## config.mk

```make
export PLATFORM = sky130hd
export DESIGN_NAME = cmd_frame_master_flat
export DESIGN_NICKNAME = d
export VERILOG_FILES = /design/src/rtl/cmd_frame_if.sv /design/src/rtl/cmd_frame_master.sv /design/src/flat_wrapper.sv
export SDC_FILE = /design/constraint.sdc
export NUM_CORES = 1
export LEC_CHECK = 0
export BUFFER_PORTS_ARGS = -buffer_cell sky130_fd_sc_hd__buf_2
export CORE_MARGIN = 3
export CORE_UTILIZATION = 63
export DETAILED_ROUTE_END_ITERATION = 10
export GPL_TIMING_DRIVEN = 0
export PLACE_DENSITY = 0.91
export SLEW_MARGIN = 10
export SYNTH_ARGS = -nofsm -noshare
export SYNTH_HDL_FRONTEND = slang
export SYNTH_SLANG_ARGS = --single-unit
export TNS_END_PERCENT = 5
```

## constraint.sdc

```tcl
create_clock -name clk -period 3.9 [get_ports clk]
set_input_delay 0.78 -clock clk [delete_from_list [all_inputs] [get_ports clk]]
set_output_delay 0.78 -clock clk [all_outputs]
set_load 0.02 [all_outputs]
```

## src/rtl/cmd_frame_if.sv

```systemverilog
// Host / UART-facing signal bundle for cmd_frame_master.
//   master modport : the frame master (drives full, q_cnt, tx_byte, trmt,
//                    clr_rx_rdy, frm_snt, resp, resp_cmd, resp_vld,
//                    timeout, busy)
//   slave modport  : host + UART side (drives cmd_in, data_in, push,
//                    tx_done, rx_byte, rx_rdy)
interface cmd_frame_if #(
  parameter int DATA_BYTES = 2,
  parameter int QDEPTH     = 4
);
  logic [7:0]                cmd_in;
  logic [8*DATA_BYTES-1:0]   data_in;
  logic                      push;
  logic                      full;
  logic [$clog2(QDEPTH):0]   q_cnt;
  logic [7:0]                tx_byte;
  logic                      trmt;
  logic                      tx_done;
  logic [7:0]                rx_byte;
  logic                      rx_rdy;
  logic                      clr_rx_rdy;
  logic                      frm_snt;
  logic [7:0]                resp;
  logic [7:0]                resp_cmd;
  logic                      resp_vld;
  logic                      timeout;
  logic                      busy;

  modport master (
    input  cmd_in, data_in, push, tx_done, rx_byte, rx_rdy,
    output full, q_cnt, tx_byte, trmt, clr_rx_rdy, frm_snt,
           resp, resp_cmd, resp_vld, timeout, busy
  );

  modport slave (
    output cmd_in, data_in, push, tx_done, rx_byte, rx_rdy,
    input  full, q_cnt, tx_byte, trmt, clr_rx_rdy, frm_snt,
           resp, resp_cmd, resp_vld, timeout, busy
  );
endinterface

```

## src/rtl/cmd_frame_master.sv

```systemverilog
// cmd_frame_master: queues host commands and sends each as a frame
// (command byte, then data bytes MSB-first) through a byte UART TX, then
// waits for a one-byte response, resending the frame on timeout.
// Ports:
//   clk  - system clock
//   rst  - synchronous active-high reset
//   bus  - cmd_frame_if.master: host push side (cmd_in, data_in, push,
//          full, q_cnt), UART TX (tx_byte, trmt, tx_done), UART RX
//          (rx_byte, rx_rdy, clr_rx_rdy) and result/status outputs
//          (frm_snt, resp, resp_cmd, resp_vld, timeout, busy).
// All outputs are registered; next values are computed combinationally.
module cmd_frame_master #(
  parameter int DATA_BYTES  = 2,
  parameter int QDEPTH      = 4,
  parameter int TIMEOUT_CYC = 1_000_000,
  parameter int MAX_RETRY   = 2
) (
  input logic         clk,
  input logic         rst,
  cmd_frame_if.master bus
);

  localparam int FRAME_W = 8 * (DATA_BYTES + 1);
  localparam int DW      = 8 * DATA_BYTES;
  localparam int AW      = $clog2(QDEPTH);
  localparam int CW      = $clog2(QDEPTH) + 1;
  localparam int KW      = $clog2(DATA_BYTES + 1);
  localparam int TW      = $clog2(TIMEOUT_CYC);

  localparam logic [KW-1:0] K_LAST   = KW'(DATA_BYTES);
  localparam logic [TW-1:0] T_LAST   = TW'(TIMEOUT_CYC - 1);
  localparam logic [2:0]    R_MAX    = 3'(MAX_RETRY);
  localparam logic [CW-1:0] CNT_FULL = CW'(QDEPTH);

  typedef enum logic [1:0] {IDLE, SEND, WAIT_TX, WAIT_RESP} state_t;

  state_t state, state_nxt;

  // Command FIFO storage (data only, never reset)
  logic [7:0]    q_cmd  [QDEPTH];
  logic [DW-1:0] q_data [QDEPTH];
  logic [AW-1:0] wr_ptr, rd_ptr;
  logic [CW-1:0] cnt, cnt_nxt;
  logic          push_ok, pop;

  // Frame being sent; kept intact so a retry can resend it unchanged
  logic [FRAME_W-1:0] frame, frame_nxt;
  logic [KW-1:0]      k, k_nxt;
  logic [2:0]         retry, retry_nxt;
  logic [TW-1:0]      tmr, tmr_nxt;

  logic [7:0] tx_byte_r, tx_byte_nxt;
  logic [7:0] resp_r, resp_nxt;
  logic [7:0] resp_cmd_r, resp_cmd_nxt;
  logic       trmt_r, trmt_nxt;
  logic       clr_r, clr_nxt;
  logic       frm_snt_r, frm_snt_nxt;
  logic       resp_vld_r, resp_vld_nxt;
  logic       timeout_r, timeout_nxt;
  logic       busy_r, full_r;

  // Byte idx of the frame, idx 0 being the command byte
  function automatic logic [7:0] frame_byte(input logic [FRAME_W-1:0] f,
                                            input logic [KW-1:0]      idx);
    logic [FRAME_W-1:0] sh;
    sh = f << {idx, 3'b000};
    return sh[FRAME_W-1 -: 8];
  endfunction

  // Saturating timer step: holds at all-ones instead of wrapping
  function automatic logic [TW-1:0] sat_inc(input logic [TW-1:0] v);
    return (&v) ? v : v + 1'b1;
  endfunction

  // A push into a full FIFO is only taken when the head pops the same cycle
  assign push_ok = bus.push && ((cnt != CNT_FULL) || pop);
  assign cnt_nxt = cnt + CW'(push_ok) - CW'(pop);

  always_comb begin
    state_nxt    = state;
    frame_nxt    = frame;
    k_nxt        = k;
    retry_nxt    = retry;
    tmr_nxt      = tmr;
    tx_byte_nxt  = tx_byte_r;
    resp_nxt     = resp_r;
    resp_cmd_nxt = resp_cmd_r;
    trmt_nxt     = 1'b0;
    clr_nxt      = 1'b0;
    frm_snt_nxt  = 1'b0;
    resp_vld_nxt = 1'b0;
    timeout_nxt  = 1'b0;
    pop          = 1'b0;
    unique case (state)
      IDLE: begin
        if (cnt != '0) begin
          frame_nxt   = {q_cmd[rd_ptr], q_data[rd_ptr]};
          k_nxt       = '0;
          retry_nxt   = '0;
          tx_byte_nxt = q_cmd[rd_ptr];
          trmt_nxt    = 1'b1;
          clr_nxt     = 1'b1;   // flush any stale RX byte before a new frame
          state_nxt   = SEND;
        end
      end
      SEND: state_nxt = WAIT_TX;
      WAIT_TX: begin
        if (bus.tx_done) begin
          if (k < K_LAST) begin
            k_nxt       = k + 1'b1;
            tx_byte_nxt = frame_byte(frame, k + 1'b1);
            trmt_nxt    = 1'b1;
            state_nxt   = SEND;
          end else begin
            frm_snt_nxt = 1'b1;
            tmr_nxt     = '0;
            state_nxt   = WAIT_RESP;
          end
        end
      end
      WAIT_RESP: begin
        // Response is tested first so it wins over a same-cycle expiry
        if (bus.rx_rdy) begin
          resp_nxt     = bus.rx_byte;
          resp_cmd_nxt = frame[FRAME_W-1 -: 8];
          resp_vld_nxt = 1'b1;
          clr_nxt      = 1'b1;
          pop          = 1'b1;
          state_nxt    = IDLE;
        end else if (tmr == T_LAST) begin
          if (retry < R_MAX) begin
            retry_nxt   = retry + 1'b1;
            k_nxt       = '0;
            tx_byte_nxt = frame[FRAME_W-1 -: 8];
            trmt_nxt    = 1'b1;
            clr_nxt     = 1'b1;
            state_nxt   = SEND;
          end else begin
            timeout_nxt  = 1'b1;
            resp_nxt     = 8'h00;
            resp_cmd_nxt = frame[FRAME_W-1 -: 8];
            pop          = 1'b1;
            state_nxt    = IDLE;
          end
        end else begin
          tmr_nxt = sat_inc(tmr);
        end
      end
      default: state_nxt = IDLE;
    endcase
  end

  // Control and output registers
  always_ff @(posedge clk) begin
    if (rst) begin
      state      <= IDLE;
      wr_ptr     <= '0;
      rd_ptr     <= '0;
      cnt        <= '0;
      k          <= '0;
      retry      <= '0;
      tmr        <= '0;
      tx_byte_r  <= '0;
      resp_r     <= '0;
      resp_cmd_r <= '0;
      trmt_r     <= 1'b0;
      clr_r      <= 1'b0;
      frm_snt_r  <= 1'b0;
      resp_vld_r <= 1'b0;
      timeout_r  <= 1'b0;
      busy_r     <= 1'b0;
      full_r     <= 1'b0;
    end else begin
      state      <= state_nxt;
      if (push_ok) wr_ptr <= wr_ptr + 1'b1;
      if (pop)     rd_ptr <= rd_ptr + 1'b1;
      cnt        <= cnt_nxt;
      k          <= k_nxt;
      retry      <= retry_nxt;
      tmr        <= tmr_nxt;
      tx_byte_r  <= tx_byte_nxt;
      resp_r     <= resp_nxt;
      resp_cmd_r <= resp_cmd_nxt;
      trmt_r     <= trmt_nxt;
      clr_r      <= clr_nxt;
      frm_snt_r  <= frm_snt_nxt;
      resp_vld_r <= resp_vld_nxt;
      timeout_r  <= timeout_nxt;
      busy_r     <= (state_nxt != IDLE);
      full_r     <= (cnt_nxt == CNT_FULL);
    end
  end

  // Data registers
  always_ff @(posedge clk) begin
    frame <= frame_nxt;
    if (push_ok) begin
      q_cmd[wr_ptr]  <= bus.cmd_in;
      q_data[wr_ptr] <= bus.data_in;
    end
  end

  assign bus.full       = full_r;
  assign bus.q_cnt      = cnt;
  assign bus.tx_byte    = tx_byte_r;
  assign bus.trmt       = trmt_r;
  assign bus.clr_rx_rdy = clr_r;
  assign bus.frm_snt    = frm_snt_r;
  assign bus.resp       = resp_r;
  assign bus.resp_cmd   = resp_cmd_r;
  assign bus.resp_vld   = resp_vld_r;
  assign bus.timeout    = timeout_r;
  assign bus.busy       = busy_r;

endmodule
```

## src/flat_wrapper.sv

```systemverilog
// flat-port wrapper written by rule: the top's interface ports become plain ports
module cmd_frame_master_flat 
#(
  parameter int DATA_BYTES  = 2,
  parameter int QDEPTH      = 4,
  parameter int TIMEOUT_CYC = 1_000_000,
  parameter int MAX_RETRY   = 2
)
  (clk, rst, bus_cmd_in, bus_data_in, bus_push, bus_tx_done, bus_rx_byte, bus_rx_rdy, bus_full, bus_q_cnt, bus_tx_byte, bus_trmt, bus_clr_rx_rdy, bus_frm_snt, bus_resp, bus_resp_cmd, bus_resp_vld, bus_timeout, bus_busy);
  cmd_frame_if #(.DATA_BYTES(DATA_BYTES), .QDEPTH(QDEPTH)) bus_i ();
  input logic clk;
  input logic rst;
  input wire logic [$bits(bus_i.cmd_in)-1:0] bus_cmd_in;
  input wire logic [$bits(bus_i.data_in)-1:0] bus_data_in;
  input wire logic [$bits(bus_i.push)-1:0] bus_push;
  input wire logic [$bits(bus_i.tx_done)-1:0] bus_tx_done;
  input wire logic [$bits(bus_i.rx_byte)-1:0] bus_rx_byte;
  input wire logic [$bits(bus_i.rx_rdy)-1:0] bus_rx_rdy;
  output wire logic [$bits(bus_i.full)-1:0] bus_full;
  output wire logic [$bits(bus_i.q_cnt)-1:0] bus_q_cnt;
  output wire logic [$bits(bus_i.tx_byte)-1:0] bus_tx_byte;
  output wire logic [$bits(bus_i.trmt)-1:0] bus_trmt;
  output wire logic [$bits(bus_i.clr_rx_rdy)-1:0] bus_clr_rx_rdy;
  output wire logic [$bits(bus_i.frm_snt)-1:0] bus_frm_snt;
  output wire logic [$bits(bus_i.resp)-1:0] bus_resp;
  output wire logic [$bits(bus_i.resp_cmd)-1:0] bus_resp_cmd;
  output wire logic [$bits(bus_i.resp_vld)-1:0] bus_resp_vld;
  output wire logic [$bits(bus_i.timeout)-1:0] bus_timeout;
  output wire logic [$bits(bus_i.busy)-1:0] bus_busy;
  assign bus_i.cmd_in = bus_cmd_in;
  assign bus_i.data_in = bus_data_in;
  assign bus_i.push = bus_push;
  assign bus_i.tx_done = bus_tx_done;
  assign bus_i.rx_byte = bus_rx_byte;
  assign bus_i.rx_rdy = bus_rx_rdy;
  assign bus_full = bus_i.full;
  assign bus_q_cnt = bus_i.q_cnt;
  assign bus_tx_byte = bus_i.tx_byte;
  assign bus_trmt = bus_i.trmt;
  assign bus_clr_rx_rdy = bus_i.clr_rx_rdy;
  assign bus_frm_snt = bus_i.frm_snt;
  assign bus_resp = bus_i.resp;
  assign bus_resp_cmd = bus_i.resp_cmd;
  assign bus_resp_vld = bus_i.resp_vld;
  assign bus_timeout = bus_i.timeout;
  assign bus_busy = bus_i.busy;
  cmd_frame_master #(.DATA_BYTES(DATA_BYTES), .QDEPTH(QDEPTH), .TIMEOUT_CYC(TIMEOUT_CYC), .MAX_RETRY(MAX_RETRY)) u_core (.clk(clk), .rst(rst), .bus(bus_i));
endmodule
```

==> results by group <==
Status
  • Status: complete, no violations

Clocking
  • CTS H-tree depth: 4
  • # Post-CTS Setup Buffers: 0
  • CTS tree: yes
  • CTS root buffer: clkbuf_16
  • # hold bufs at CTS: 0
  • Worst skew pair latency: 430 ps
  • Post-cts resize count: 0
  • Sink Count: 187
  • Total CTS buffers: 17
  • Maximum clock path buffer count: 2
  • Worst-path clk slew: 70 ps

Timing
  • Hold Vio Cnt, Final: 0
  • Final setup violating endpoints: 0
  • Max_slew headroom: 0.305
  • F_max: 0.323 GHz
  • WHS: 475 ps
  • Final clock period utilization by the worst path: 0.793
  • PnR worst setup slack: 807 ps
  • RSZ-0062 raised after global routing: false
  • Worst-margin pin slew: 1040 ps
  • Max Slew Vio Count: 0
  • Minimum clock period after layout: 3090 ps
  • Clock skew: 13.7 ps
  • Final TNS setup: 0 ps

Yosys
  • Top FF cell, synth: edfxtp_1
  • Ys async rst share: 0
  • Yosys cell types: 63
  • Post-synth EDFFs: 120
  • Synth Area per Inst: 14.7 µm²
  • Seq cells post-synth: 187
  • Post-Syn Nets: 568
  • Cell Area, Synth: 7590 µm²
  • Post-Synthesis Cells: 517
  • Sequential fraction of the synthesis area: 0.652
  • Synth Warn #: 0

Worst setup path
  • Critical path peak fanout: 10
  • CP Capture Type: flip-flop
  • CP endpoint: u_core.bus.full
  • Worst EP required: 4230 ps
  • Worst path max stage delay: 460 ps
  • Worst reg2reg path startpoint: u_core.tmr[2]
  • R2r setup slk: 810 ps
  • CP top delay family: adder cells
  • R2R depth: 10
  • CP max-delay cell: o31ai_4
  • Reg-to-reg endpoint: u_core.bus.full
  • Critical path depth in cells: 10
  • Worst Path Arrival: 3420 ps
  • WS Path Type: flip-flop to flip-flop
  • Startpoint types: flip-flop
  • CP startpoint: u_core.tmr[2]
  • WP buf/inv: 3
  • Worst-path cell chain: and4_1 -> clkbuf_1 -> nand4_1 -> o31ai_4 -> buf_6 -> ha_1 -> inv_1 -> ha_1 -> fa_1 -> nor4_1
  • Crit-path most repeated cell: ha_1

Final layout
  • Synthesis-to-layout area growth: 14.8%
  • Layout cells sized above 1: 0.276
  • Commonest non-fill, non-tap cell in the layout: edfxtp_1
  • Final nets: 657
  • Antenna fix cells: 0
  • Final instance area: 8710 µm²
  • # fillers: 660
  • Most frequent cells in the layout: edfxtp_1 (120), buf_2 (79), dfxtp_1 (67)

Die
  • Die span in x: 116 µm
  • Die area: 13,400 µm²
  • Rows: 39
  • Starting Density: 0.654
  • Core area: 11,600 µm²
  • # IOs: 71
  • Die Y: 116 µm

Place
  • Gpl congestion: 0.904
  • PortBufs: 70
  • Worst slack at placement: 646 ps
  • Post-DP HPWL: 11,200 µm
  • Placed cell areas: 8120 µm²

Route
  • DRC viols: 0
  • Routed vias/inst: 6.48
  • Vias: 4,941
  • Routed WL: 16,700 µm
  • Initial DRC Count: 535
  • Routed WL per cell: 21.9 µm
  • Final ANT Viol Nets: 0
  • Pre-Repair DR Iteration Count: 5

Power and ir drop
  • Total power: 5.44 mW
  • Leak Pwr: 3.05 nW
  • Worst IR Drop VDD: 0.477 mV
  • Power per cell area: 624 nW/µm²

Global routing
  • First-pass GRT wire length: 26,100 µm
  • Global route overflow: 0
  • Number of global-route vias before repair: 4,931
  • Total Routing Usage GR: 0.264
  • Antenna violations before repair: 0
  • Pin count of the biggest net entering global routing: 26

Job
  • Max-cap violation count: 0

Worst hold path
  • Hold Path Class: flip-flop to flip-flop
==> registers in the layout (all words and copies together), names as in the netlist, 3 cells and up, named ones only <==
| signal | cells |
|---|---|
| u_core.bus.q_cnt | 3 |
| u_core.frame | 24 |
| u_core.bus.tx_byte | 8 |
| u_core.retry | 3 |
| u_core.q_cmd | 32 |
| u_core.bus.resp | 8 |
| u_core.tmr | 20 |
| u_core.bus.resp_cmd | 8 |
| u_core.q_data | 64 |
==> report_power, final <==
part | internal (mW) | switching [mW] | total (mW) | leakage, nW
registers | 2.45 | 0.133 | 2.59 | 1.65
logic | 0.399 | 0.737 | 1.14 | 1.11
clock network | 0.961 | 0.752 | 1.71 | 0.292
==> worst reg2reg max path: stages, from the launching register on <==
cell,delay (ps)
dfxtp_1,390
and4_1,190
clkbuf_1,240
nand4_1,270
o31ai_4,460
buf_6,240
ha_1,250
inv_1,60
ha_1,170
fa_1,440
nor4_1,280
==> final cells by class <==
type,count,area [µm²],share of cell area
sequential,187,4940,0.568
multi-input combinational,290,2480,0.285
clock buffer,18,429,0.0493
timing repair buffer,70,350,0.0402
tap,143,179,0.0205
clock inverter,14,159,0.0182
buffer,25,113,0.0129
inverter,15,56.3,0.00646
==> worst min-delay path by stage <==
stage	depth (start not counted)	endpoint	start
2_1_floorplan	1	u_core.retry[0]	u_core.retry[0]
3_5_place_dp	1	u_core.bus.resp[3]	u_core.bus.resp[3]
5_1_grt	1	u_core.bus.resp[7]	u_core.bus.resp[7]
4_1_cts	1	u_core.bus.resp[3]	u_core.bus.resp[3]
6_report	1	u_core.bus.resp[7]	u_core.bus.resp[7]
3_3_place_gp	1	u_core.bus.resp[5]	u_core.bus.resp[5]
==> through the flow <==
| step | utilization | instances |
|---|---|---|
| CTS | 0.750 | 762 |
| global placement | 0.699 | 730 |
| global route | 0.750 | 762 |
| finish | 0.750 | 762 |
| floorplan | - | 517 |
| detailed placement | 0.699 | 730 |
==> routing by layer <==
metal	up-vias	part of all wire	global-route usage
met1	2453	0.41	0.354
li1	2207	-	-
met3	38	0.079	0.0736
met4	0	0.024	0.0944
met5	-	0	0
met2	243	0.49	0.422
==> cell usage after synthesis, types with 3 or more instances <==
master	n	area, µm²
a31oi_1	3	18.8
xnor2_1	3	26.3
nor2b_1	3	18.8
nand4_1	8	50.1
nor3_1	6	30.0
and4_1	4	35.0
a21oi_1	30	150
mux2_2	6	67.6
nand4b_1	3	26.3
a22o_1	10	87.6
buf_1	5	18.8
nor2_1	21	78.8
or2_2	3	18.8
a211oi_2	9	113
or3_1	10	62.6
mux2i_1	10	100
inv_1	15	56.3
ha_1	13	163
mux4_2	24	541
dfxtp_1	67	1340
o211ai_1	3	22.5
nand2_1	19	71.3
clkbuf_1	10	37.5
o31ai_1	5	37.5
a222oi_1	6	60.1
o21ai_0	22	110
nand3_1	15	75.1
and2_1	9	56.3
and3_1	3	18.8
or4_1	8	60.1
buf_2	9	45.0
edfxtp_1	120	3600
==> cell families after synthesis <==
kind of cell | share of synthesized area
compound gates | 0.103
simple gates | 0.101
fa+ha+maj | 0.0241
mux | 0.0948
xor+xnor | 0.00346
flops | 0.652
buf+inv | 0.0223
Power figures use the tool's default switching activity.
